--- src/rtl/ov7670_rgb444_capture.sv ---
// rtl/ov7670_rgb444_capture.sv - OV7670 RGB444 byte-pair capture with frame-buffer write addressing
//
// Assembles the camera's two-byte RGB444 stream into 12-bit {R,G,B} pixels and
// produces the frame-buffer write address and strobe for each stored pixel.
//
// Ports:
//   clk        camera pixel clock (PCLK), one byte per rising edge while href=1
//   rst        synchronous active-high reset
//   vsync      camera frame sync, high during vertical blanking
//   href       camera line valid, high when d carries active data
//   d          camera data byte
//   pixel_out  assembled pixel {R[3:0],G[3:0],B[3:0]}, valid when we=1
//   addr       frame-buffer address for pixel_out, valid when we=1
//   we         single-cycle write strobe per stored pixel
//   frame_done one-cycle pulse after a frame that stored at least one line
module ov7670_rgb444_capture #(
  parameter int H_ACTIVE = 320,
  parameter int V_ACTIVE = 240,
  parameter int ADDR_W   = 17
) (
  input  logic              clk,
  input  logic              rst,
  input  logic              vsync,
  input  logic              href,
  input  logic [7:0]        d,
  output logic [11:0]       pixel_out,
  output logic [ADDR_W-1:0] addr,
  output logic              we,
  output logic              frame_done
);

  localparam int XW = $clog2(H_ACTIVE + 1);
  localparam int YW = $clog2(V_ACTIVE + 1);
  localparam logic [XW-1:0]     X_MAX     = XW'(H_ACTIVE);
  localparam logic [YW-1:0]     Y_MAX     = YW'(V_ACTIVE);
  localparam logic [ADDR_W-1:0] LINE_STEP = ADDR_W'(H_ACTIVE);

  typedef enum logic [1:0] {
    WAIT_VS    = 2'd0,
    WAIT_START = 2'd1,
    ACTIVE     = 2'd2
  } state_t;

  state_t state, state_nxt;

  logic              phase;
  logic [3:0]        red;
  logic              href_d;
  logic [XW-1:0]     x;
  logic [YW-1:0]     y;
  logic [ADDR_W-1:0] line_base;

  logic capture;
  logic store;
  logic line_end;
  logic frame_end;

  always_ff @(posedge clk) begin
    if (rst) begin
      state <= WAIT_VS;
    end else begin
      state <= state_nxt;
    end
  end

  always_comb begin
    state_nxt = state;
    capture   = 1'b0;
    store     = 1'b0;
    line_end  = 1'b0;
    frame_end = 1'b0;
    case (state)
      WAIT_VS: begin
        if (vsync) state_nxt = WAIT_START;
      end
      WAIT_START: begin
        if (!vsync) state_nxt = ACTIVE;
      end
      ACTIVE: begin
        if (vsync) begin
          // vsync wins over href: a byte arriving with vsync high is never stored
          state_nxt = WAIT_START;
          frame_end = 1'b1;
        end else begin
          capture  = href && phase;
          store    = capture && (x != X_MAX) && (y < Y_MAX);
          // a line ends on the href falling edge, but only if it produced a pixel
          line_end = !href && href_d && (x != '0);
        end
      end
      default: state_nxt = WAIT_VS;
    endcase
  end

  always_ff @(posedge clk) begin
    if (rst) begin
      phase      <= 1'b0;
      red        <= '0;
      href_d     <= 1'b0;
      x          <= '0;
      y          <= '0;
      line_base  <= '0;
      pixel_out  <= '0;
      addr       <= '0;
      we         <= 1'b0;
      frame_done <= 1'b0;
    end else begin
      href_d     <= href;
      we         <= store;
      frame_done <= frame_end && (y != '0);

      // pixel_out/addr only move on a store so they hold between writes
      if (store) begin
        pixel_out <= {red, d};
        addr      <= line_base + ADDR_W'(x);
      end

      if (state != ACTIVE) begin
        phase <= 1'b0;
        if (state == WAIT_START) begin
          x         <= '0;
          y         <= '0;
          line_base <= '0;
        end
      end else if (vsync) begin
        phase <= 1'b0;
      end else if (href) begin
        phase <= ~phase;
        if (!phase) begin
          red <= d[3:0];
        end else if (x != X_MAX) begin
          x <= x + 1'b1;
        end
      end else begin
        // dropping href discards any odd trailing byte
        phase <= 1'b0;
        if (line_end) begin
          x <= '0;
          // once past the last stored line, freeze y/line_base so they cannot wrap
          if (y != Y_MAX) begin
            y         <= y + 1'b1;
            line_base <= line_base + LINE_STEP;
          end
        end
      end
    end
  end

endmodule

--- config.mk ---
export PLATFORM = sky130hd
export DESIGN_NAME = ov7670_rgb444_capture
export DESIGN_NICKNAME = d
export VERILOG_FILES = /design/src/rtl/ov7670_rgb444_capture.sv
export SDC_FILE = /design/constraint.sdc
export NUM_CORES = 1
export LEC_CHECK = 0
export BUFFER_PORTS_ARGS = -buffer_cell sky130_fd_sc_hd__buf_2
export CAP_MARGIN = 5
export CELL_PAD_IN_SITES_DETAIL_PLACEMENT = 0
export CELL_PAD_IN_SITES_GLOBAL_PLACEMENT = 1
export CORE_MARGIN = 4
export CORE_UTILIZATION = 39
export CTS_CLUSTER_DIAMETER = 150
export DETAILED_ROUTE_END_ITERATION = 7
export PLACE_DENSITY_LB_ADDON = 0.25
export SLEW_MARGIN = 20
export SYNTH_ARGS = -nofsm -noshare
export SYNTH_HDL_FRONTEND = slang
export SYNTH_SLANG_ARGS = --single-unit
--- constraint.sdc ---
create_clock -name clk -period 2 [get_ports clk]
set_input_delay 0 -clock clk [delete_from_list [all_inputs] [get_ports clk]]
set_output_delay 0 -clock clk [all_outputs]
set_load 0.005 [all_outputs]
# --- Yosys cells after proc, flatten, opt, wreduce, memory -nomap -nowiden ---
# Index checks and enable logic that the tools add are counted.
totals:
  elab_cells: 79
  ff_bits: 73
classes:
  n_addsub: 4
  bitwise_logic: 4
  order_cmp: 1
  n_mux: 28
  eq_ne: 12
  reduce_logical: 19
ops:
  columns: ["cell", "n"]
  rows:
  - ["$mux 17", 6]
  - ["$mux 9", 7]
  - ["$mux 8", 6]
  - ["$add 17x9->17", 1]
  - ["$add 17x9->17 const B", 1]
  - ["$reduce_and 5->1", 2]
  - ["$add 9x1->9 const B", 1]
  - ["$ne 9x9->1 const B", 1]
  - ["$reduce_bool 9->1", 1]
  - ["$add 8x1->8 const B", 1]
  - ["$lt 8x8->1 const B", 1]
  - ["$ne 2x1->1 const B", 4]
  - ["$ne 8x8->1 const B", 1]
  - ["$reduce_bool 8->1", 1]
  - ["$logic_and 1x1->1", 6]
  - ["$mux 1", 6]
  - ["$ne 3x1->1 const B", 2]
  - ["$mux 2", 2]
  - ["$ne 2x2->1 const B", 2]
  - ["$not 1->1", 4]
  - ["$pmux 2 s2", 1]
  - ["$reduce_and 4->1", 1]
  - ["$reduce_bool 2->1", 2]
  - ["$reduce_or 4->1", 1]
  - ["7 further kinds", 7]

# --- Longest topological paths before layout ---
depth:
  depth_word: 9
  mapped_depth: 10

# --- Worst setup path before layout ---
# No wires, ideal clock.
synth_path:
  path_kind: "reg-to-reg"
  from: "register x[2]"
  to: "register x[1]"
  period_less_slack_ns: 2.063
  n_path_buf: 1
  t_arrival_ns: 1.998
  setup_ns: 0.065
  stages_incl_launch_ff: 7
  slack_ns: -0.063
  cell_sequence: "dfxtp_1 > or4_4 > a2111oi_0 > nand3b_1 > buf_4 > mux2_2 > nor2_1"
synth_via:
  elab_chain_len: 6
  elab_cells_between_ends: 8
  cone_classes: "eq/ne (2); mux (2); reduce/logical (4)"
synth_rtl:
  columns: ["item", "line_no", "rtl"]
  rows:
  - ["start, declared", "49", "logic [XW-1:0] x;"]
  - ["start signal, assigned", "132", "x <= x + 1'b1;"]
  - ["$reduce_bool 9->1", "88", "line_end = !href && href_d && (x != '0);"]
  - ["$logic_and 1x1->1", "88", null]
  - ["$mux 1", "80", "if (vsync) begin"]
  - ["$mux 1", "72", "case (state)"]
  - ["$reduce_bool 3->1 (no source line)", null, null]
  - ["$reduce_and 5->1 (no source line) *", null, null]
# Mark *: on every way between the ends. The rest lies on a longest branch, timed or not.
# A chain may end at the register's enable or synchronous reset.

# --- Final worst setup path ---
layout_path:
  from: "register x[2]"
  to: "register y[6]"
layout_via:
  elab_chain_len: 6
layout_rtl:
  columns: ["item", "line_no", "rtl"]
  rows:
  - ["$reduce_bool 9->1", "88", null]
  - ["$logic_and 1x1->1", "88", null]
  - ["$mux 1", "80", null]
  - ["$mux 1", "72", null]
  - ["$reduce_bool 2->1 (no source line)", null, null]
  - ["$reduce_and 5->1 (no source line)", null, null]
  - ["end signal, assigned", "141", "y <= y + 1'b1;"]
  - ["end, declared", "50", "logic [YW-1:0] y;"]
# No other way between the ends.

==> flow_summary.ini <==
[placed_design]
placed_cells = 535
pre_cts_slack_ps = -97.1
hpwl_mm = 5.10
place_area_um2 = 3730
port_buffers = 42
gp_congestion = 0.792

[critical_path]
cp.arrival_ps = 2320
path_delay_family = simple AND/OR/NAND/NOR gates
startpoint_type = flop
rrSetupSlack_ps = -40
critical_path.slowest_cell = or4_4
cp-end-kind = flop
cp_max_fo = 15
reg2reg_from = x[2]
r2r-end = y[6]
r2r_cells = 6
worst-setup-path-type = reg -> reg
crit_required_ps = 2280
critPathBufInv = 1
slowest_delay_ps = 570
worstPathCellList = or4_4, or4_4, a21oi_4, buf_12, o31ai_1, a21oi_2
crit_top_cell = or4_4

[status]
status = finished with violations
violations = negative setup slack

[power_and_ir_drop]
power_density_nw_per_um2 = 690
peakVddDrop_v = 0.000397
p_leak_nw = 1.66

[synthesis]
netlist_top_cells_area = dfxtp_1 (43%), a21oi_1 (7.3%), nand2_1 (6.7%)
ys.flop_type = dfxtp_1
syn_area_um2 = 3150
synthMuxAreaShare = 0.0258
synthXorXnorAreaFrac = 0.0501
yosysWarnings = 0
synthAdderAreaFrac = 0.0517
synth_edf_count = 0
synth_compound_area_frac = 0.164
ys_seq_elements = 67
synth_top_family_by_area = simple AND/OR/NAND/NOR gates
yosys.area_share.simple = 0.238
ys_types = 52
synthCells = 370
yosys.area.top_type_share = 0.426
yosys.area.top_type = dfxtp_1
syn_area_per_cell_um2 = 8.51
async_reset_ff_frac = 0
seq_area_frac_synth = 0.426
syn_nets = 395

[drt]
wire_per_inst_um = 13.3
drt-total-wl_mm = 7.50
via_count = 2864
drtIter0Drc = 57
dr.pass1.iters = 5
drc = 0
vias_per_cell = 5.07
ant_nets = 0

[clock_network]
cts_tree = done
cts_buffers = 9
insertion_delay_ps = 340
h-tree-depth = 3
cts-root-buf = clkbuf_8
cts_buffer_depth = 2
clkTransAtPathRegs_ps = 80
clock_sinks = 67

[sta]
setup_viol = 9
rsz0062_at_grt = true
max_slew_margin = 0.662
period_needed_ps = 2040
worstMarginPinSlew_ps = 507
finalClockSkew_ps = 10.4
setup_tns_ps = -222
final_max_slew_viol_count = 0
setup_ws_ps = -44.3
finalHoldViolCount = 0
max_freq_mhz = 489
fin_crit_sh = 1.02
holdWs_ps = 44.9

[floorplan]
num_rows = 32
fp.dieW_um = 97.8
io_pins = 43
die_y_um = 97.8
core-area_um2 = 7810
dieArea_um2 = 9570
initial_core_util = 0.403

[layout]
instances_no_fill = 565
diodes = 0
area_growth_syn_to_layout_pct = 33.4
layout_commonest_cell = dfxtp_1
drive_gt1_frac = 0.305
finalInstanceArea_um2 = 4200
mostFrequentLayoutCells = dfxtp_1 (65), nand2_1 (56), a21oi_1 (43)
fill_cells = 747
nNetsFinal = 483

[min_path]
hold_class = in -> reg
min_from = vsync
min_to = phase
min_path_cells = 3

[global_routing]
grt_pass1_wl_mm = 12.6
grt_max_degree = 47
grt_use_total = 0.157
grt_pass1_vias = 2731
grt-ovfl-total = 0
antenna_found_initial = 0

[job]
maxCapViolations = 0
==> metal layers <==
metal | GRT usage | vias to the layer above | routed length [um]
li1 | - | 1480 | -
met2 | 0.246 | 45 | 3420
met3 | 0.0371 | 9 | 258
met5 | 0 | - | 0
met4 | 0.0511 | 0 | 92
met1 | 0.213 | 1330 | 3730
==> repair_timing <==
action / CTS / global route
buffers inserted: 1 / 3
pin swaps: 2 / 7
gates resized for setup: 5 / 27
hold buffers: 9 / 0
setup endpoints to repair: 11 / 46
gates cloned: 1 / 1
endpoints found under the hold margin: 13 / 0
==> sequential cells by signal (all words and copies together) (netlist names) <==
signal / flops
y: 8
frame_done: 1
red: 4
state: 2
pixel_out: 12
phase: 1
addr: 17
line_base: 11
x: 9
we: 1
href_d: 1
==> Yosys cell counts, drive strengths merged (3+ instances only) <==
master / number
a21oi: 47
nand2: 56
nand2b: 4
nand4: 5
o31ai: 3
inv: 8
ha: 13
nor4: 6
mux2i: 7
o21ai: 19
or3: 6
clkbuf: 9
nor3: 9
nor2: 29
nand3: 11
nor2b: 3
a211oi: 3
xor2: 5
xnor2: 13
or4: 8
buf: 11
dfxtp: 67
==> area by class of cell <==
type | count | area [um^2] | share of cell area
clock buffer | 9 | 124 | 0.0295
multi-input combinational | 276 | 1790 | 0.426
tap | 102 | 128 | 0.0304
sequential | 67 | 1340 | 0.320
timing repair buffer | 96 | 684 | 0.163
inverter | 8 | 30.0 | 0.00715
clock inverter | 7 | 100 | 0.0238
==> how the worst max path moves through the flow <==
stage                   from  slack [ps]  depth (start not counted)             to
floorplan               x[2]          10                          6   line_base[8]
global placement    state[0]         -10                          8  line_base[11]
detailed placement  state[0]        -100                          8           y[6]
CTS                 state[0]         -60                          8  line_base[11]
global route            x[2]        -120                          6  line_base[11]
finish                  x[2]         -40                          6           y[6]
==> cell families (layout without fill, tap and decap cells) <==
group	after synthesis	count (layout)
xor+xnor	18	18
buf+inv	28	120
mux	8	8
flops	67	67
simple gates	150	151
compound gates	86	86
fa+ha+maj	13	13
==> report_power, final <==
part           total, mW  internal [mW]  switching (mW)
Clock               1.27          0.710           0.555
Sequential          1.35           1.34         0.00858
Combinational      0.280          0.133           0.148
Total               2.90           2.19           0.711
==> worst register-to-register path: stages (launching register included) <==
cell and delay [ps]:
dfxtp_2 330, or4_4 570, or4_4 530, a21oi_4 180
buf_12 150, o31ai_1 90, a21oi_2 140
==> metrics by stage <==
stage	util	total power, mW
final	0.538	2.90
after global routing	0.538	3.03
after CTS	0.523	2.91
after detailed placement	0.478	1.61
after global placement	0.478	1.61
after floorplan	-	1.51
Note: power is estimated with default switching activity, not from simulation.
